[config.mk]
export PLATFORM = sky130hd
export DESIGN_NAME = rfg_axis_frame_arbiter
export DESIGN_NICKNAME = d
export VERILOG_FILES = /design/src/rtl/rfg_protocol_pkg.sv /design/src/rtl/rfg_rr_grant.sv /design/src/rtl/rfg_axis_frame_arbiter.sv
export SDC_FILE = /design/constraint.sdc
export NUM_CORES = 1
export LEC_CHECK = 0
export BUFFER_PORTS_ARGS = -buffer_cell sky130_fd_sc_hd__clkbuf_2
export CAP_MARGIN = 30
export CORE_ASPECT_RATIO = 0.7
export CORE_MARGIN = 10
export CORE_UTILIZATION = 40
export CTS_BUF_LIST = sky130_fd_sc_hd__clkbuf_16
export CTS_CLUSTER_SIZE = 12
export DETAILED_ROUTE_END_ITERATION = 10
export HOLD_SLACK_MARGIN = 0.03
export PLACE_DENSITY = 0.69
export RECOVER_POWER = 50
export REMOVE_ABC_BUFFERS = 1
export SKIP_CTS_REPAIR_TIMING = 1
export SYNTH_ARGS = -nofsm -noshare
export SYNTH_HDL_FRONTEND = slang
export SYNTH_SLANG_ARGS = --single-unit
[constraint.sdc]
create_clock -name aclk -period 5.5 [get_ports aclk]
set_input_delay 0.275 -clock aclk [delete_from_list [all_inputs] [get_ports aclk]]
set_output_delay 0.275 -clock aclk [all_outputs]
set_load 0.03 [all_outputs]
[src/rtl/rfg_protocol_pkg.sv]
// Register-protocol framing definitions shared by the stream arbiter,
// the protocol engine and the readback routing logic.
package rfg_protocol_pkg;

    localparam int HDR_WRITE_BIT          = 0;
    localparam int HDR_READ_BIT           = 1;
    localparam int RFG_FRAME_HEADER_BYTES = 4;

    // Header byte layout, MSB first
    typedef struct packed {
        logic [3:0] vchannel;
        logic       rsvd;
        logic       address_increment;
        logic       read;
        logic       write;
    } header_t;

    // Arbiter position within the frame currently being forwarded
    typedef enum logic [2:0] {
        ARB     = 3'd0,
        HDR     = 3'd1,
        ADDR    = 3'd2,
        LENA    = 3'd3,
        LENB    = 3'd4,
        PAYLOAD = 3'd5
    } arb_state_t;

endpackage

[src/rtl/rfg_rr_grant.sv]
// Combinational round-robin picker: first requester at or after rr_ptr,
// scanning circularly over NUM_PORTS requesters.
module rfg_rr_grant #(
    parameter int NUM_PORTS = 4
) (
    input  logic [NUM_PORTS-1:0] req,
    input  logic [2:0]           rr_ptr,
    output logic [2:0]           grant,
    output logic                 grant_valid
);

    logic [2*NUM_PORTS-1:0] req_dbl;
    logic [2*NUM_PORTS-1:0] req_rot;

    assign req_dbl = {req, req};
    assign req_rot = req_dbl >> rr_ptr;

    // Lowest set bit of the rotated vector, mapped back to a port index
    always_comb begin
        grant       = '0;
        grant_valid = 1'b0;
        for (int i = 0; i < NUM_PORTS; i++) begin
            if (!grant_valid && req_rot[i]) begin
                grant_valid = 1'b1;
                if (int'(rr_ptr) + i >= NUM_PORTS) begin
                    grant = 3'(int'(rr_ptr) + i - NUM_PORTS);
                end else begin
                    grant = 3'(int'(rr_ptr) + i);
                end
            end
        end
    end

endmodule

[src/rtl/rfg_axis_frame_arbiter.sv]
// Frame-aware AXI-Stream arbiter: shares the register-protocol engine
// between several byte-stream interfaces, switching only on frame ends
// and tagging every byte with the ID of its source port.
module rfg_axis_frame_arbiter
    import rfg_protocol_pkg::*;
#(
    parameter int NUM_PORTS     = 4,
    parameter int DATA_WIDTH    = 8,
    parameter int ID_DEST_WIDTH = 8,
    parameter int ID_BASE       = 0
) (
    input  logic                            aclk,
    input  logic                            aresetn,
    input  logic [NUM_PORTS*DATA_WIDTH-1:0] s_axis_tdata,
    input  logic [NUM_PORTS-1:0]            s_axis_tvalid,
    output logic [NUM_PORTS-1:0]            s_axis_tready,
    output logic [DATA_WIDTH-1:0]           m_axis_tdata,
    output logic                            m_axis_tvalid,
    input  logic                            m_axis_tready,
    output logic [ID_DEST_WIDTH-1:0]        m_axis_tid,
    output logic                            m_axis_tlast,
    output logic [2:0]                      grant_index,
    output logic                            busy,
    output logic [15:0]                     frame_count
);

    arb_state_t            state, state_nxt;
    logic [2:0]            rr_ptr;
    logic [2:0]            rr_grant;
    logic                  rr_valid;
    logic [DATA_WIDTH-1:0] sel_data;
    logic                  sel_valid;
    logic                  out_free;
    logic                  accept;
    logic                  byte_last;
    logic                  is_write;
    logic [7:0]            len_lsb;
    logic [16:0]           pay_cnt;

    rfg_rr_grant #(
        .NUM_PORTS (NUM_PORTS)
    ) u_rr_grant (
        .req         (s_axis_tvalid),
        .rr_ptr      (rr_ptr),
        .grant       (rr_grant),
        .grant_valid (rr_valid)
    );

    // Route the granted port's byte and valid to the output stage
    always_comb begin
        sel_data  = '0;
        sel_valid = 1'b0;
        for (int i = 0; i < NUM_PORTS; i++) begin
            if (grant_index == 3'(i)) begin
                sel_data  = s_axis_tdata[i*DATA_WIDTH +: DATA_WIDTH];
                sel_valid = s_axis_tvalid[i];
            end
        end
    end

    assign out_free = !m_axis_tvalid || m_axis_tready;
    assign accept   = (state != ARB) && sel_valid && out_free;
    assign busy     = (state != ARB);

    // Only the locked port sees ready, and only when the output register can take a byte
    always_comb begin
        s_axis_tready = '0;
        for (int i = 0; i < NUM_PORTS; i++) begin
            if ((state != ARB) && out_free && (grant_index == 3'(i))) begin
                s_axis_tready[i] = 1'b1;
            end
        end
    end

    // Frame parser: next state and end-of-frame marking of the accepted byte
    always_comb begin
        state_nxt = state;
        byte_last = 1'b0;
        case (state)
            ARB: begin
                if (rr_valid) state_nxt = HDR;
            end
            HDR: begin
                if (accept) begin
                    if (sel_data[HDR_WRITE_BIT] || sel_data[HDR_READ_BIT]) begin
                        state_nxt = ADDR;
                    end else begin
                        byte_last = 1'b1;
                        state_nxt = ARB;
                    end
                end
            end
            ADDR: begin
                if (accept) state_nxt = LENA;
            end
            LENA: begin
                if (accept) state_nxt = LENB;
            end
            LENB: begin
                if (accept) begin
                    if (is_write) begin
                        state_nxt = PAYLOAD;
                    end else begin
                        byte_last = 1'b1;
                        state_nxt = ARB;
                    end
                end
            end
            PAYLOAD: begin
                if (accept && (pay_cnt == 17'd1)) begin
                    byte_last = 1'b1;
                    state_nxt = ARB;
                end
            end
            default: state_nxt = ARB;
        endcase
    end

    // State register
    always_ff @(posedge aclk or negedge aresetn) begin
        if (!aresetn) state <= ARB;
        else          state <= state_nxt;
    end

    // Grant lock, round-robin pointer, header/length capture and frame counting
    always_ff @(posedge aclk or negedge aresetn) begin
        if (!aresetn) begin
            grant_index <= '0;
            rr_ptr      <= '0;
            frame_count <= '0;
            is_write    <= 1'b0;
            len_lsb     <= '0;
            pay_cnt     <= '0;
        end else begin
            if ((state == ARB) && rr_valid) grant_index <= rr_grant;
            if (accept && (state == HDR))   is_write <= sel_data[HDR_WRITE_BIT];
            if (accept && (state == LENA))  len_lsb <= sel_data[7:0];
            if (accept && (state == LENB) && is_write) begin
                pay_cnt <= ({sel_data[7:0], len_lsb} == 16'h0000) ? 17'h10000
                                                                  : {1'b0, sel_data[7:0], len_lsb};
            end
            if (accept && (state == PAYLOAD)) pay_cnt <= pay_cnt - 17'd1;
            if (byte_last) begin
                rr_ptr      <= (grant_index == 3'(NUM_PORTS-1)) ? 3'd0 : grant_index + 3'd1;
                frame_count <= frame_count + 16'd1;
            end
        end
    end

    // Single output register; contents held while the engine stalls
    always_ff @(posedge aclk or negedge aresetn) begin
        if (!aresetn) begin
            m_axis_tvalid <= 1'b0;
            m_axis_tdata  <= '0;
            m_axis_tid    <= ID_DEST_WIDTH'(ID_BASE);
            m_axis_tlast  <= 1'b0;
        end else if (accept) begin
            m_axis_tvalid <= 1'b1;
            m_axis_tdata  <= sel_data;
            m_axis_tid    <= ID_DEST_WIDTH'(ID_BASE) + ID_DEST_WIDTH'(grant_index);
            m_axis_tlast  <= byte_last;
        end else if (m_axis_tready) begin
            m_axis_tvalid <= 1'b0;
        end
    end

endmodule

Word-level counts from Yosys, hierarchy flattened
Index checks and enable logic that the tools add are counted.

storage, ports and cells
  register bits after elaboration = 64
  input bits = 39
  output and inout port bits = 42
  word-level logic and storage cells = 116

operators by class
  reductions and logical operators = 30
  add/sub/neg operators = 10
  shifts and indexed selects = 1
  eq/ne operators = 15
  multiplexer cells = 45
  $lt $le $gt $ge = 4

operators with widths
  cell                                                                     number
  17-bit two-way mux                                                       3
  3-bit two-way mux                                                        16
  8-bit two-way mux                                                        4
  1-bit two-way mux                                                        19
  3-bit one-hot mux with 6 select lines                                    1
  17-bit by 1-bit equality test with 1-bit output (second input constant)  1
  1-bit logical AND                                                        17
  17-bit by 1-bit subtractor with 17-bit output (second input constant)    1
  16-bit by 1-bit adder with 16-bit output (second input constant)         1
  16-bit zero test                                                         1
  3-bit by 2-bit equality test with 1-bit output (second input constant)   4
  4-bit by 3-bit >= comparator with 1-bit output (second input constant)   3
  2-bit != test (second input constant)                                    6
  3-bit subtractor (second input constant)                                 4
  3-bit by 2-bit adder with 4-bit output (second input constant)           2
  8-bit by 3-bit >> shifter with 4-bit output                              1
  3-bit by 1-bit equality test with 1-bit output (second input constant)   2
  3-bit equality test (second input constant)                              2
  3-bit zero test                                                          2
  6-bit AND reduction                                                      1
  3-bit by 1-bit adder with 4-bit output (second input constant)           1
  1-bit zero test                                                          4
  2-bit nonzero test                                                       2
  3-bit by 1-bit adder with 3-bit output (second input constant)           1
  5 further kinds                                                          6

Longest topological paths before layout
Gate-level depths: netlist of the first run.

  word-level depth = 13
  mapped depth = 11
  mapped depth without buffers = 8

Cells and area by module
From an unflattened synthesis of the first run, not the netlist that was laid out.

second synthesis, totals
  cells, all modules = 445
  area total of the unflattened synthesis = 3,854.9 um^2

modules (own cells, without submodules)
  module                  seq. area each (um^2)  cells an instance  times used  area each (um^2)
  rfg_axis_frame_arbiter  1,601.5                403                1           3,598.5
  rfg_rr_grant            0.0                    42                 1           256.5

Least setup slack after synthesis of the first run
OpenSTA, ideal clock, no wires.

  path kind = reg-to-reg
  start point = register grant_index[0]
  end point = register state[0]
  buffers on the path = 2
  period minus slack after synthesis = 2.475 ns
  library setup time = 0.125 ns
  data required time = 5.375 ns
  stages on the path, launching flop included = 10
  arrival time = 2.350 ns
  setup slack = 3.025 ns
  path through = dfrtp_1 > inv_1 > ha_1 > buf_2 > a211oi_1 > o21ai_0 > and3_1 > buf_4 > a221oi_1 > mux2_2

on the way
  longest elaborated chain between the ends = 10
  elaborated cells between the ends (all ways) = 17
  classes of those cells = eq/ne: 8; mux: 4; reduce/logical: 5

RTL lines
  what                               RTL line                       RTL
  from (decl)                        rfg_axis_frame_arbiter.sv:22   output logic [2:0] grant_index,
  from (signal assigned)             rfg_axis_frame_arbiter.sv:135  if ((state == ARB) && rr_valid) grant_index <= rr_grant;
  3-bit zero test                    rfg_axis_frame_arbiter.sv:54   if (grant_index == 3'(i)) begin
  1-bit two-way mux (3 in series)    rfg_axis_frame_arbiter.sv:54
  1-bit two-way mux *                rfg_axis_frame_arbiter.sv:54
  1-bit logical AND * (2 in series)  rfg_axis_frame_arbiter.sv:62   assign accept = (state != ARB) && sel_valid && out_free;
  1-bit logical AND                  rfg_axis_frame_arbiter.sv:110  if (accept && (pay_cnt == 17'd1)) begin
  2-bit != test (no line)            n/a
  6-bit AND reduction (no line) *    n/a
  to (signal assigned)               rfg_axis_frame_arbiter.sv:122  else state <= state_nxt;
  to (decl)                          rfg_axis_frame_arbiter.sv:27   arb_state_t state, state_nxt;

Every way passes the cells marked *; elsewhere a longest branch is shown, timed or not.
A chain may end at the register's enable or synchronous reset.

Final worst setup path of the first run
  start point = register grant_index[0]
  end point = register rr_ptr[1]

on the way
  longest elaborated chain between the ends = 10
  elaborated cells between the ends (all ways) = 23
  classes of those cells = add/sub: 1; eq/ne: 3; mux: 14; reduce/logical: 5

RTL lines
  what                                   RTL line                       RTL
  3-bit zero test                        rfg_axis_frame_arbiter.sv:54
  1-bit two-way mux (4 in series)        rfg_axis_frame_arbiter.sv:54
  1-bit logical AND (2 in series)        rfg_axis_frame_arbiter.sv:62
  1-bit logical AND                      rfg_axis_frame_arbiter.sv:110
  1-bit two-way mux                      rfg_axis_frame_arbiter.sv:110
  1-bit one-hot mux with 3 select lines  rfg_axis_frame_arbiter.sv:79   case (state)
  to (signal assigned)                   rfg_axis_frame_arbiter.sv:144  rr_ptr <= (grant_index == 3'(NUM_PORTS-1)) ? 3'd0 : grant_index + 3'd1;
  to (decl)                              rfg_axis_frame_arbiter.sv:28   logic [2:0] rr_ptr;

Parallel ways exist; a longest one is shown, timed or not.

==> flow_results.org, run 1 <==
** Run status
- The flow ran to the end, but the final reports show violations.
- Violations in the final reports :: capacitance limit, slew limit

** Run
- Max-cap violations in this run came to 1.

** Finish
- In the final layout, the share of cells above drive strength 1 is 0.196.
- Commonest non-fill, non-tap cells in the layout :: dfrtp_1 (64), clkbuf_2 (57), nand2_1 (48)
- After the flow finishes, the layout carries non-filler instances totaling 618.
- After filler insertion, the fill cell instance count of the layout stands at 936.
- Leaving out fill and tap cells, the most frequent cell in the layout is dfrtp_1.
- Summing all flip-flop and latch instances after layout gives 1600 µm².
- The number of antenna diodes in the final layout is 0.
- Area added between synthesis and finish :: 16.4%
- Area occupied by multi-input gates :: 2100 µm²
- Final layout net count :: 533

** Global routing
- The first global-routing pass estimated 17,700 µm of wire.
- Global router's overall resource usage :: 0.150
- Largest net degree at the start of global routing :: 65
- The number of antenna violations at the first check in global routing is 0.
- The total overflow left after global routing is 0.
- Vias in the first global route :: 3,472

** Timing
- Across all hold checks on the routed design, the worst slack comes to 257 ps.
- Final clock period utilization by the worst path :: 0.616
- Setup total negative slack on the finished layout was measured at 0 ps.
- Measured against its own limit, the worst slew margin works out to -1.33.
- The number of max-slew violations in the final report was 65.
- The worst path needs 3390 ps of the cycle, external delays included.
- Final-report hold violation count :: 0
- Unrepaired setup endpoints after global routing :: false
- Final setup skew :: 8.58 ps
- Actual transition at the worst max-transition pin :: 3490 ps
- Timing would allow up to 0.295 GHz.
- Final-report setup violation count :: 0

** Detailed routing
- Aggregate routed wire length :: 10,600 µm
- Count of unresolved DRC violations after routing :: 0
- Via Count :: 3,454
- After detailed routing, the average wire length per cell comes to 17.1 µm.
- The count of nets left with antenna violations once routing finished came out at 0.
- Number of search-and-repair iterations in the first detailed-routing pass :: 5
- Iteration-0 DRC Markers :: 302
- Via count normalized by instance count :: 5.59

** Clocking
- Maximum buffer depth of the clock tree :: 2
- The H-tree generated during clock tree synthesis spans 3 levels.
- The tree is rooted in a clkbuf_16.
- Buffers inserted during clock tree synthesis total 9.
- Clock tree from TritonCTS :: yes
- Worst-path clk slew :: 50 ps
- Clock tree synthesis found a total of 64 sinks.
- Clock latency on the worst-skew pair, taken at its later pin, is 330 ps.

** Logic synthesis
- Cell area after technology mapping :: 3900 µm²
- Synthesized flop and latch total :: 64
- Number of unique standard cell types used by synthesis :: 63
- Proportion of synthesized chip area in sequential cells :: 0.411
- Counting flops with an async set or reset pin after synthesis yields a share of 1.00.
- YS warnings :: 0
- Post-Syn Area per Cell :: 9.27 µm²
- Counting flops with a built-in enable in the synthesized netlist gives 0.
- Synthesis produced 421 cells.
- In the synthesized netlist the dominant register cell turns out to be dfrtp_1.

** Power
- The share of total power dissipated in sequential elements is 0.318.
- Clock network fraction of design power :: 0.200
- VDD sags by at most 255 µV.
- P per Cell Area :: 551 nW/µm²
- Cell Int Power :: 1310 µW
- Leakage component of the power :: 0.00207 µW
- Switching fraction of total power :: 0.476
- In this run the power spent charging and discharging nets is 1190 µW.
- Combinational power share :: 0.483

** Placed design
- Hpwl dp :: 7870 µm
- Input and output buffers added on the ports amount to 75.
- # placed instances :: 603
- Routability congestion estimate :: 0.839

** Worst setup path
- Highest fanout seen on the critical path :: 26
- CP endpoint kind :: register
- Reg2Reg Launch Point :: grant_index[0]
- Register-to-Register Setup Slack :: 2110 ps
- CP required :: 5710 ps
- Measured in cells, the most critical reg-to-reg path has a length of 8.
- At the worst endpoint, the arrival time is 3600 ps.
- Worst setup SP type :: register
- The worst register-to-register path ends at rr_ptr[1].
- The worst setup path is of the reg -> reg kind.

** Floorplan
- The die is 103 µm tall.
- IO Count :: 81
- X dimension of the die :: 138 µm
- The core region is 9610 µm².
- Die footprint :: 14,200 µm²
- Cell row count :: 30
- Starting density of the core :: 0.406

** Min path
- WHS Path Cells :: 3
- Sink of the worst hold path :: m_axis_tvalid
- The startpoint identified for the worst hold timing path is m_axis_tready.
- Worst min-delay path category :: in -> reg
[how the worst max path moves through the flow]
stage | from | endpoint | slack, ps | depth (start not counted)
floorplan | grant_index[0] | len_lsb[2] | 2450 | 7
global placement | grant_index[0] | frame_count[1] | 2320 | 8
detailed placement | grant_index[0] | rr_ptr[1] | 2160 | 8
CTS | grant_index[0] | rr_ptr[1] | 2120 | 8
global route | aresetn | frame_count[0] | 1600 | 2
finish | grant_index[0] | rr_ptr[1] | 2110 | 8
[critical path, cell delays in order (launching register included)]
cell and delay, ps:
dfrtp_1 420, inv_1 140, ha_1 580, a211oi_1 100, o21ai_0 130, and3_1 880
nand4_4 330, nand2_1 320, mux2_2 360
[cells in the mapped netlist (8+ instances only)]
cell type  count  area, µm²
nand2b_1       8       50.1
xor2_1        12        105
dfrtp_1       64       1600
mux2i_1        9       90.1
a21oi_1       32        160
o21ai_0       40        200
buf_4          8       60.1
nand3_1       13       65.1
nand2_1       48        180
ha_1           8        100
clkbuf_1      11       41.3
nor2_1        17       63.8
inv_1         16       60.1
mux2_2         9        101
[cells by family (layout without fill, tap and decap cells)]
family          count (synthesis)  count (layout)  share of synthesized area
compound gates                126             126                      0.213
simple gates                  146             146                      0.213
flops                          64              64                      0.411
fa+ha+maj                       8               8                     0.0257
buf+inv                        43             108                     0.0548
xor+xnor                       15              15                     0.0337
other cells                     1               5                   0.000961
mux                            18              18                     0.0491
[layer usage]
metal	global-route usage	vias up	share of wire
met4	0.0380	0	0.0096
li1	-	1648	-
met1	0.191	1692	0.46
met5	0	-	0
met3	0.0456	14	0.068
met2	0.247	100	0.47
[flip-flops by register name, summed over array words and instances, names as in the netlist]
| register | cells |
|---|---|
| pay_cnt | 17 |
| frame_count | 16 |
| len_lsb | 8 |
| m_axis_tdata | 8 |
| grant_index | 3 |
| m_axis_tid | 3 |
| rr_ptr | 3 |
| state | 3 |
| is_write | 1 |
| m_axis_tlast | 1 |
| m_axis_tvalid | 1 |
[cell type report]
cell class	count	share of cell area
clock buffers	9	0.0496
multi-input cells	318	0.463
well taps	128	0.0353
flip-flops and latches	64	0.353
clock inverters	6	0.00634
inverters	16	0.0132
repair buffers	77	0.0802
[stage by stage]
step | setup WS (ps) | util | power, µW | instance area [µm²]
6_report | 2110 | 0.473 | 2500 | 4540
2_1_floorplan | 2450 | - | 1630 | 3760
3_3_place_gp | 2320 | 0.449 | 1970 | 4310
4_1_cts | 2120 | 0.475 | 2520 | 4570
5_1_grt | 1600 | 0.473 | 2680 | 4540
3_5_place_dp | 2160 | 0.449 | 2010 | 4310
[power groups by stage]
stage	Combinational, µW	Clock, µW	Sequential (µW)
after CTS	1220	509	795
after floorplan	769	0	865
final	1210	500	796
after detailed placement	1210	0	801
after global routing	1340	526	821
after global placement	1180	0	791
(Power assumes the default switching activity.)
==> inputs of run 2 (changes only) <==
- ABC_AREA: not set -> 1
- PLACE_DENSITY: 0.69 -> 0.71
- clock period: 5.5 -> 2.97 ns (I/O delays scaled with it)
==> run 2 against run 1 <==
The flow now finishes without violations. Via count rose by 21%. Register-to-register slack got worse by 1800 ps. Sequential share of layout area fell by 3.7 points. Power rose by 97%. Worst setup slack got worse by 1800 ps. Combinational power rose by 100%. Sequential power rose by 82%. Synthesized area rose by 13%. Global-route usage rose by 0.80 points. Largest power group unchanged.
==> flow_results.org, run 2 <==
** Logic synthesis
- In the post-synthesis netlist, the cell with the most instances is nand2_1.
- Cell area after technology mapping :: 4400 µm² (+13%)
- Proportion of synthesized chip area in sequential cells :: 0.364 (-0.0462)
- Synthesized flop and latch total :: 64 (unchanged)
- YS warnings :: 0 (unchanged)
- Number of unique standard cell types used by synthesis :: 40 (-37%)
- Synth area leader :: dfrtp_1
- Cells after Synth :: 620 (+47%)
- Post-synth top flop :: dfrtp_1
- Post-Syn Area per Cell :: 7.09 µm² (-23%)
- The share of flip-flops with an asynchronous set or reset came to 1.00 (unchanged).
- The number of synthesized flops with an enable pin is 0 (unchanged).
- Top post-synthesis cells by area :: dfrtp_1 (36%), nand2_1 (16%), nor2_1 (5.9%), inv_1 (5.6%), nand3_1 (5.0%)
- The area share of the leading cell type in the synthesized netlist is 0.364 (-0.0462).
- Most used standard cells in the synthesized netlist :: nand2_1 (187), nor2_1 (69), inv_1 (65)

** Worst setup path
- Arrival time of data at the critical path endpoint :: 2910 ps (-690 ps)
- Most frequent cell on the critical path :: nand2_1
- Crit Path Category :: reg -> reg
- The worst path required time is 3240 ps (-2470 ps).
- The largest incremental delay on the critical path was 410 ps (-470 ps).
- The worst register-to-register path begins at grant_index[1].
- Total buffers and inverters traversed by the critical path :: 2 (+1)
- Endpoint of the worst register-to-register path :: frame_count[11]
- In this design, the largest share of critical-path delay is due to simple AND/OR/NAND/NOR gates.
- For this design, the slowest cell found on the critical path is dfrtp_1.
- The maximum fanout encountered on the critical timing path is 20 (-23%).
- The worst setup path is launched from a register.
- The signal on the critical path passes through inv_1, ha_1, inv_2, nor2_2, nand2_1, nand3_1, nand2_2, nand2_8, nand4_4, nand2_4, nand2_1, nand2_1.
- The depth of the most critical reg-to-reg path came to 12 (+4).
- STA classifies the critical path endpoint as a register.
- Register-to-Register Setup Slack :: 340 ps (-1770 ps)
- The critical path starts at grant_index[1].

** Clocking
- The CTS clock-pin slew for the worst setup and hold paths came to 50 ps (about the same).
- Insertion delay to the later sink of the worst-skew pair :: 330 ps (about the same)
- The sink count of the clock tree was 64 (unchanged).
- Number of clock buffers inserted by TritonCTS :: 9 (unchanged)
- The maximum buffer depth of the clock tree came to 2 (unchanged).
- TritonCTS built the clock tree.
- The cell sitting at the root of the clock tree is a clkbuf_16.
- H-tree depth reported by CTS :: 3 (unchanged)

** Finish
- Number of flip-flops under the largest register name :: 17 (unchanged)
- Commonest non-fill, non-tap cells in the layout :: nand2_1 (187), nor2_1 (69), inv_1 (67)
- Fraction of final layout cells sized beyond drive strength 1 :: 0.164 (-0.0324)
- Largest register by flop count :: pay_cnt
- The number of diodes is 0 (unchanged).
- Number of fill cells in the layout :: 1,100 (+18%)
- Top flop regs :: pay_cnt (17), frame_count (16)
- Final layout net count :: 739 (+39%)
- The area growth from synthesis to layout is 15.5%.
- Most common cell after layout, fill and taps aside :: nand2_1

** Placed design
- Hpwl dp :: 9330 µm (+19%)
- The number of input and output port buffers inserted is 75 (unchanged).
- Routability congestion estimate :: 0.884 (+5.4%)
- The worst slack at placement came to 339 ps (-1820 ps).

** Timing
- Slew Limit Headroom :: 0.0349 (+1.36)
- Final-report setup violation count :: 0 (unchanged)
- Final-report hold violation count :: 0 (unchanged)
- The setup clock skew after layout came to 3.27 ps (-5.31 ps).
- The total negative setup slack is 0 ps (unchanged).
- Slack of the critical path :: 337 ps (-1770 ps)
- The shortest period the worst path allows came to 2630 ps (-757 ps).
- Setup repair after global routing left no endpoint under its margin.
- The number of max-slew violations in the final report came to 0 (-100%).
- Highest clock rate :: 0.380 GHz (+29%)
- Final clock period utilization by the worst path :: 0.887 (+0.270)
- The transition time at the pin with the least slew margin came to 1450 ps (-2040 ps).

** Global routing
- Grt ovf :: 0 (unchanged)
- Vias in the first global route :: 4,072 (+17%)
- Largest net degree at the start of global routing :: 31 (-52%)
- The overall track demand over capacity in global routing was 0.158 (+0.00800).
- The global-route wire length before repair was 20,600 µm (+16%).
- The number of antenna violations at the first check in global routing is 0 (unchanged).

** Detailed routing
- Post-detailed-route count of antenna-violating nets :: 0 (unchanged)
- Aggregate routed wire length :: 12,100 µm (+14%)
- Iteration-0 DRC Markers :: 313 (+3.6%)
- The post-detailed-route via-to-cell ratio was 4.96 (-11%).
- Via Count :: 4,193 (+21%)
- The detailed-routing iteration count for the pre-antenna-repair pass is 5 (unchanged).
- Count of unresolved DRC violations after routing :: 0 (unchanged)
- The post-detailed-route wirelength per cell came to 14.3 µm (-17%).

** Floorplan
- The top-level I/O count is 81 (unchanged).
- Starting density of the core :: 0.417 (+0.0106)
- The horizontal extent of the die was 145 µm (+5.3%).
- Die outline height :: 108 µm (+5.0%)
- The die outline area came to 15,600 µm² (+10%).
- Cell row count :: 31 (+3.3%)
- Placeable Area :: 10,600 µm² (+9.8%)

** Power
- The leakage power figure was 0.00260 µW (+26%).
- The power per standard cell area is 974 nW/µm² (+77%).
- The worst-case vdd ir drop came to 346 µV (+36%).

** Min path
- The number of instances on the worst hold path is 4 (+1).
- Sink of the worst hold path :: m_axis_tvalid
- In this run the most critical hold path is launched from m_axis_tready.
- The tightest min-delay check is of the in -> reg type.

** Run
- Max-cap violations :: 0 (-1)

** Run status
- Status :: finished clean
-- run 2: final cells by class --
cell class	count	area, µm²	share of cell area
multi-input combinational	463	2350	0.464
sequential	64	1600	0.316
timing repair buffer	79	368	0.0725
inverter	75	287	0.0565
clock buffer	9	225	0.0444
tap	148	185	0.0365
clock inverter	7	55.1	0.0108
-- run 2: metal layers --
layer / GRT usage / wire [µm] / up-vias
li1: - / - / 2078
met1: 0.230 / 6160 / 1967
met2: 0.224 / 4940 / 139
met3: 0.0479 / 877 / 9
met4: 0.0345 / 93 / 0
met5: 0 / 0 / -
-- run 2: kinds of logic after synthesis --
| family | Yosys count | synth area share |
|---|---|---|
| compound gates | 67 | 0.0820 |
| xor+xnor | 26 | 0.0518 |
| fa+ha+maj | 8 | 0.0228 |
| buf+inv | 97 | 0.104 |
| flops | 64 | 0.364 |
| other cells | 1 | 0.000853 |
| simple gates | 357 | 0.375 |
-- run 2: stage by stage --
| stage | hold slack [ps] | util | instances | power, µW | area [µm²] |
|---|---|---|---|---|---|
| 6_report | 135 | 0.481 | 845 | 4940 | 5070 |
| 5_1_grt | 174 | 0.481 | 845 | 5380 | 5070 |
| 4_1_cts | -242 | 0.484 | 844 | 4980 | 5100 |
| 3_5_place_dp | 112 | 0.457 | 828 | 3940 | 4820 |
| 3_3_place_gp | 116 | 0.457 | 828 | 3890 | 4820 |
| 2_1_floorplan | -147 | - | 602 | 3220 | 4240 |
-- run 2: where the power goes --
group / switching (µW) / total (µW) / internal (µW)
combinational: 1740 / 2480 / 744
sequential: 293 / 1450 / 1160
clock: 375 / 1010 / 634
-- run 2: worst register-to-register path: cells and delay by family, from the launching register on --
kind	cells	cell delay, ps
flip-flops	1	410
AND/OR/NAND/NOR	9	1570
adder cells (fa/ha/maj)	1	360
buffers and inverters	2	230
-- run 2: worst max-delay path by stage --
stage                     cells past startpoint  slack [ps]               to
final                                        12         340  frame_count[11]
after global routing                         12          20  frame_count[15]
after CTS                                    12         330  frame_count[11]
after detailed placement                     12         340  frame_count[11]
after global placement                       12         450   frame_count[9]
after floorplan                              13         310       pay_cnt[8]
